$ cat config.mk
export PLATFORM = sky130hd
export DESIGN_NAME = demux4_deser
export DESIGN_NICKNAME = d
export VERILOG_FILES = /design/src/rtl/demux4_deser.sv
export SDC_FILE = /design/constraint.sdc
export NUM_CORES = 1
export LEC_CHECK = 0
export BUFFER_PORTS_ARGS = -buffer_cell sky130_fd_sc_hd__buf_2
export CORE_MARGIN = 2
export CORE_UTILIZATION = 53
export CTS_BUF_LIST = sky130_fd_sc_hd__clkbuf_4
export DETAILED_ROUTE_END_ITERATION = 7
export PLACE_DENSITY = 0.79
export SYNTH_ARGS = -nofsm -noshare
export SYNTH_HDL_FRONTEND = slang
export SYNTH_SLANG_ARGS = --single-unit
$ cat constraint.sdc
create_clock -name clk -period 3.8 [get_ports clk]
set_input_delay 0.38 -clock clk [delete_from_list [all_inputs] [get_ports clk]]
set_output_delay 0.38 -clock clk [all_outputs]
set_load 0.1 [all_outputs]
$ cat src/rtl/demux4_deser.sv
// rtl/demux4_deser.sv - 4-slot word deserializer with one-frame skid buffer (optional SYNC_CHECK_EN)
module demux4_deser #(
    parameter int N = 8
) (
    input  logic         clk,
    input  logic         rst,
    input  logic [N-1:0] in_data,
    input  logic         in_valid,
    input  logic         in_first,
    output logic         in_ready,
    output logic [N-1:0] out_ch0,
    output logic [N-1:0] out_ch1,
    output logic [N-1:0] out_ch2,
    output logic [N-1:0] out_ch3,
    output logic         out_valid,
`ifdef SYNC_CHECK_EN
    output logic         err_sync,
`endif
    input  logic         out_ready
);

    logic [1:0]   slot_q, slot_d;
    logic [N-1:0] stage0_q, stage0_d;
    logic [N-1:0] stage1_q, stage1_d;
    logic [N-1:0] stage2_q, stage2_d;
    logic [N-1:0] stage3_q, stage3_d;
    logic         pending_q, pending_d;
    logic [N-1:0] out_ch0_q, out_ch0_d;
    logic [N-1:0] out_ch1_q, out_ch1_d;
    logic [N-1:0] out_ch2_q, out_ch2_d;
    logic [N-1:0] out_ch3_q, out_ch3_d;
    logic         out_valid_q, out_valid_d;

    logic accept;
    logic drain;

    // Handshake qualifiers; in_ready depends only on registered state.
    always_comb begin
        in_ready = ~pending_q;
        accept   = in_valid & ~pending_q;
        drain    = out_valid_q & out_ready;
    end

    // Next-state: slot/stage filling, frame completion, output load and pending frame.
    always_comb begin
        slot_d      = slot_q;
        stage0_d    = stage0_q;
        stage1_d    = stage1_q;
        stage2_d    = stage2_q;
        stage3_d    = stage3_q;
        pending_d   = pending_q;
        out_ch0_d   = out_ch0_q;
        out_ch1_d   = out_ch1_q;
        out_ch2_d   = out_ch2_q;
        out_ch3_d   = out_ch3_q;
        out_valid_d = out_valid_q;

        // Output side: promote the parked frame, or go idle after a drain.
        if (pending_q && drain) begin
            out_ch0_d = stage0_q;
            out_ch1_d = stage1_q;
            out_ch2_d = stage2_q;
            out_ch3_d = stage3_q;
            pending_d = 1'b0;
        end else if (drain) begin
            out_valid_d = 1'b0;
        end

        // Input side: accept is never true while a frame is parked.
        if (accept) begin
            if (in_first) begin
                stage0_d = in_data;
                slot_d   = 2'd1;
            end else begin
                case (slot_q)
                    2'd0: begin
                        stage0_d = in_data;
                        slot_d   = 2'd1;
                    end
                    2'd1: begin
                        stage1_d = in_data;
                        slot_d   = 2'd2;
                    end
                    2'd2: begin
                        stage2_d = in_data;
                        slot_d   = 2'd3;
                    end
                    default: begin
                        slot_d = 2'd0;
                        if (!out_valid_q || drain) begin
                            out_ch0_d   = stage0_q;
                            out_ch1_d   = stage1_q;
                            out_ch2_d   = stage2_q;
                            out_ch3_d   = in_data;
                            out_valid_d = 1'b1;
                        end else begin
                            stage3_d  = in_data;
                            pending_d = 1'b1;
                        end
                    end
                endcase
            end
        end
    end

    // State register with synchronous active-high reset.
    always_ff @(posedge clk) begin
        if (rst) begin
            slot_q      <= 2'd0;
            stage0_q    <= '0;
            stage1_q    <= '0;
            stage2_q    <= '0;
            stage3_q    <= '0;
            pending_q   <= 1'b0;
            out_ch0_q   <= '0;
            out_ch1_q   <= '0;
            out_ch2_q   <= '0;
            out_ch3_q   <= '0;
            out_valid_q <= 1'b0;
        end else begin
            slot_q      <= slot_d;
            stage0_q    <= stage0_d;
            stage1_q    <= stage1_d;
            stage2_q    <= stage2_d;
            stage3_q    <= stage3_d;
            pending_q   <= pending_d;
            out_ch0_q   <= out_ch0_d;
            out_ch1_q   <= out_ch1_d;
            out_ch2_q   <= out_ch2_d;
            out_ch3_q   <= out_ch3_d;
            out_valid_q <= out_valid_d;
        end
    end

    assign out_ch0   = out_ch0_q;
    assign out_ch1   = out_ch1_q;
    assign out_ch2   = out_ch2_q;
    assign out_ch3   = out_ch3_q;
    assign out_valid = out_valid_q;

`ifdef SYNC_CHECK_EN
    logic err_sync_q, err_sync_d;

    // Flag early sync (first mid-frame) or missing sync (no first at slot 0).
    always_comb begin
        err_sync_d = 1'b0;
        if (accept) begin
            err_sync_d = in_first ? (slot_q != 2'd0) : (slot_q == 2'd0);
        end
    end

    // One-cycle registered error pulse.
    always_ff @(posedge clk) begin
        if (rst) begin
            err_sync_q <= 1'b0;
        end else begin
            err_sync_q <= err_sync_d;
        end
    end

    assign err_sync = err_sync_q;
`endif

endmodule

==> flow_metrics.tcl <==
set metrics [dict create \
    route.detailed.drc 0 \
    nets 354 \
    antenna_found_initial 0 \
    hold_buffers 0 \
    grt_max_degree 71 \
    hold_path_end "stage3_q[0]" \
    placed_area_mm2 0.00312 \
    final.setup.tns_ns 0 \
    pin_count 47 \
    regArea_mm2 0.00136 \
    vias 2169 \
    io_buffers 46 \
    r2r_setup_slack_ns 1.56 \
    fin_crit_sh_pct 58.9 \
    critPathMaxFanout 24 \
    mappedNetlistArea_mm2 0.00292 \
    max_freq_ghz 0.447 \
    status "finished, final reports clean" \
    synth_commonest_cells "dfxtp_1 (68), nand2b_1 (50), mux2i_1 (48)" \
    hold_path.class "in2reg" \
    h-tree-depth 3 \
    skew_ns 0.0117 \
    min_from "in_data[0]" \
    dp_hpwl_um 3780 \
    ys_async_sr_fraction_pct 0 \
    min_path_cells 3 \
    synth_edf_count 0 \
    final_max_slew_viol_count 0 \
    max_cap_viol_count 0 \
    synth_cells 300 \
    antennaDiodeCount 0 \
    worstPathRequired_ns 4.14 \
    whs_ns 0.255 \
    clk_path_buf_depth 2 \
    fillCellCount 467 \
    regToRegStartpoint "slot_q[0]" \
    rows 27 \
    power.density_mw_per_mm2 362 \
    fin_util_pct 59.5 \
    ys_ff_latch 68 \
    finalSetupViolCount 0 \
    ant_nets 0 \
    final_hold_viol_count 0 \
    yosysTopAreaCellShare_pct 46.7 \
    synth.area.top_cells "dfxtp_1 (47%), mux2i_1 (16%), nand2b_1 (11%), a21oi_1 (3.1%), nand3_1 (2.9%)" \
    synthFlopType "dfxtp_1" \
    syn_area_per_cell_um2 9.72 \
    drive_gt1_share_pct 19.7 \
    netlist-cell-type-count 26 \
    syn_to_final_growth_pct 10.3 \
    dieArea_mm2 0.00611 \
    fin_crit_ns 2.24 \
    cp.arrival_ns 2.58 \
    gp_congestion 0.780 \
    cts_buffers 9 \
    crit_type "reg2reg" \
    critPathLaunchType "register" \
    synth_most_common_cell "dfxtp_1" \
    initial_core_util_pct 53.9 \
    grt_pass1_vias 1964 \
    grt.total_usage_pct 19.9 \
    wl_per_cell_um 14.0 \
    clk_pin_slew_ns 0.10 \
    multi_input_area_mm2 0.00140 \
    tritoncts "yes" \
    routed_via_density 5.26 \
    drtPass1Iterations 4 \
    post_cts_resized 0 \
    ys.warnings.count 0 \
    power.leakage_uw 0.00124 \
    slew_headroom_pct 40.6 \
    endpoint_kind "register" \
    ys_seq_area_share_pct 46.7 \
    rsz0062_at_grt "false" \
    synth_nets 317 \
    design_area_mm2 0.00322 \
    cts_setup_buffers 0 \
    ff2ff_path_depth 5 \
    fp.dieW_um 78.2 \
    cts.sinks 68 \
    drtIter0Drc 124 \
    vdd_drop_max_mv 0.222 \
    worst_slew_pin_slew_ns 0.891 \
    drt_wl_total_um 5750 \
    overflow 0 \
    root_buffer "clkbuf_4" \
    timing.rr.end "out_ch1[4]" \
    die_h_um 78.2 \
    grt_first_pass_wirelength_um 9340 \
    insertion_delay_ns 0.42 \
    synth_top_cell_by_area "dfxtp_1" \
    coreArea_mm2 0.00541 \
]
-- registers in the layout, indices dropped and copies added, names as in the netlist --
name,count
out_ch0,8
out_ch1,8
out_ch2,8
out_ch3,8
stage0_q,8
stage1_q,8
stage2_q,8
stage3_q,8
slot_q,2
out_valid,1
pending_q,1
-- routing by layer --
layer  share of wire (%)  track usage [%]  vias up  wire (um)
met3                 5.2             3.68       13        302
li1                    -                -     1103          -
met1                  48             26.6      991       2740
met4                 2.1             13.2        0        122
met2                  45             29.5       62       2590
met5                   0                0        -          0
-- cells by family (layout without fill, tap and decap cells) --
kind of cell | after synthesis | count (layout) | synth area share (%)
muxes | 48 | 48 | 16.5
DFF | 68 | 68 | 46.7
adders and majority gates | 4 | 4 | 1.72
AOI/OAI and AO/OA | 46 | 46 | 9.14
and+or+nand+nor | 107 | 107 | 20.8
buffers and inverters | 27 | 67 | 5.19
-- how the worst max path moves through the flow --
stage	startpoint	endpoint	slack, ns
after floorplan	out_valid	out_ch3[0]	1.75
after global placement	in_first	out_ch1[6]	1.65
after detailed placement	in_first	out_ch0[0]	1.58
after CTS	slot_q[0]	out_ch1[4]	1.60
after global routing	slot_q[0]	out_ch1[4]	1.36
final	slot_q[0]	out_ch1[4]	1.56
-- per-stage QoR --
stage               worst slack [ns]  cells  total power, uW
finish                          1.56    412             1160
detailed placement              1.58    398              817
CTS                             1.60    412             1170
global route                    1.36    412             1210
global placement                1.65    398              815
floorplan                       1.75    300              794
-- cells in the final DEF (no fill, tap or decap), types with 2 or more instances in the layout --
| master | synthesis | layout |
|---|---|---|
| nor2_1 | 20 | 20 |
| buf_4 | 0 | 3 |
| nand2b_1 | 50 | 50 |
| a211oi_1 | 9 | 9 |
| inv_1 | 4 | 4 |
| nand3_1 | 17 | 17 |
| nor3_1 | 8 | 8 |
| clkinv_2 | 0 | 3 |
| mux2i_1 | 48 | 48 |
| and4bb_2 | 2 | 2 |
| nand2_1 | 3 | 3 |
| nor2b_1 | 2 | 2 |
| buf_2 | 8 | 46 |
| dfxtp_1 | 68 | 68 |
| ha_1 | 4 | 4 |
| o21ai_0 | 17 | 17 |
| clkbuf_4 | 0 | 10 |
| a21oi_1 | 18 | 18 |
-- cell type report --
cell class,count,area share (%)
Multi-Input combinational cell,205,43.6
Sequential cell,68,42.3
Timing Repair Buffer,49,7.86
Tap cell,72,2.80
Clock buffer,10,2.33
Clock inverter,4,0.584
Inverter,4,0.467
-- worst max-delay path, cell delays in order (launching register included) --
cell and delay [ns]:
dfxtp_1 0.41, ha_1 0.19, nand4bb_1 0.61, a21oi_4 0.30, buf_4 0.39, mux2i_1 0.25
-- where the power goes --
part,internal [uW],switching (uW),total (uW)
Combinational,27.5,45.1,72.6
Clock,129,235,364
Sequential,722,5.81,728
Total,879,285,1160
Power figures use the tool's default switching activity.
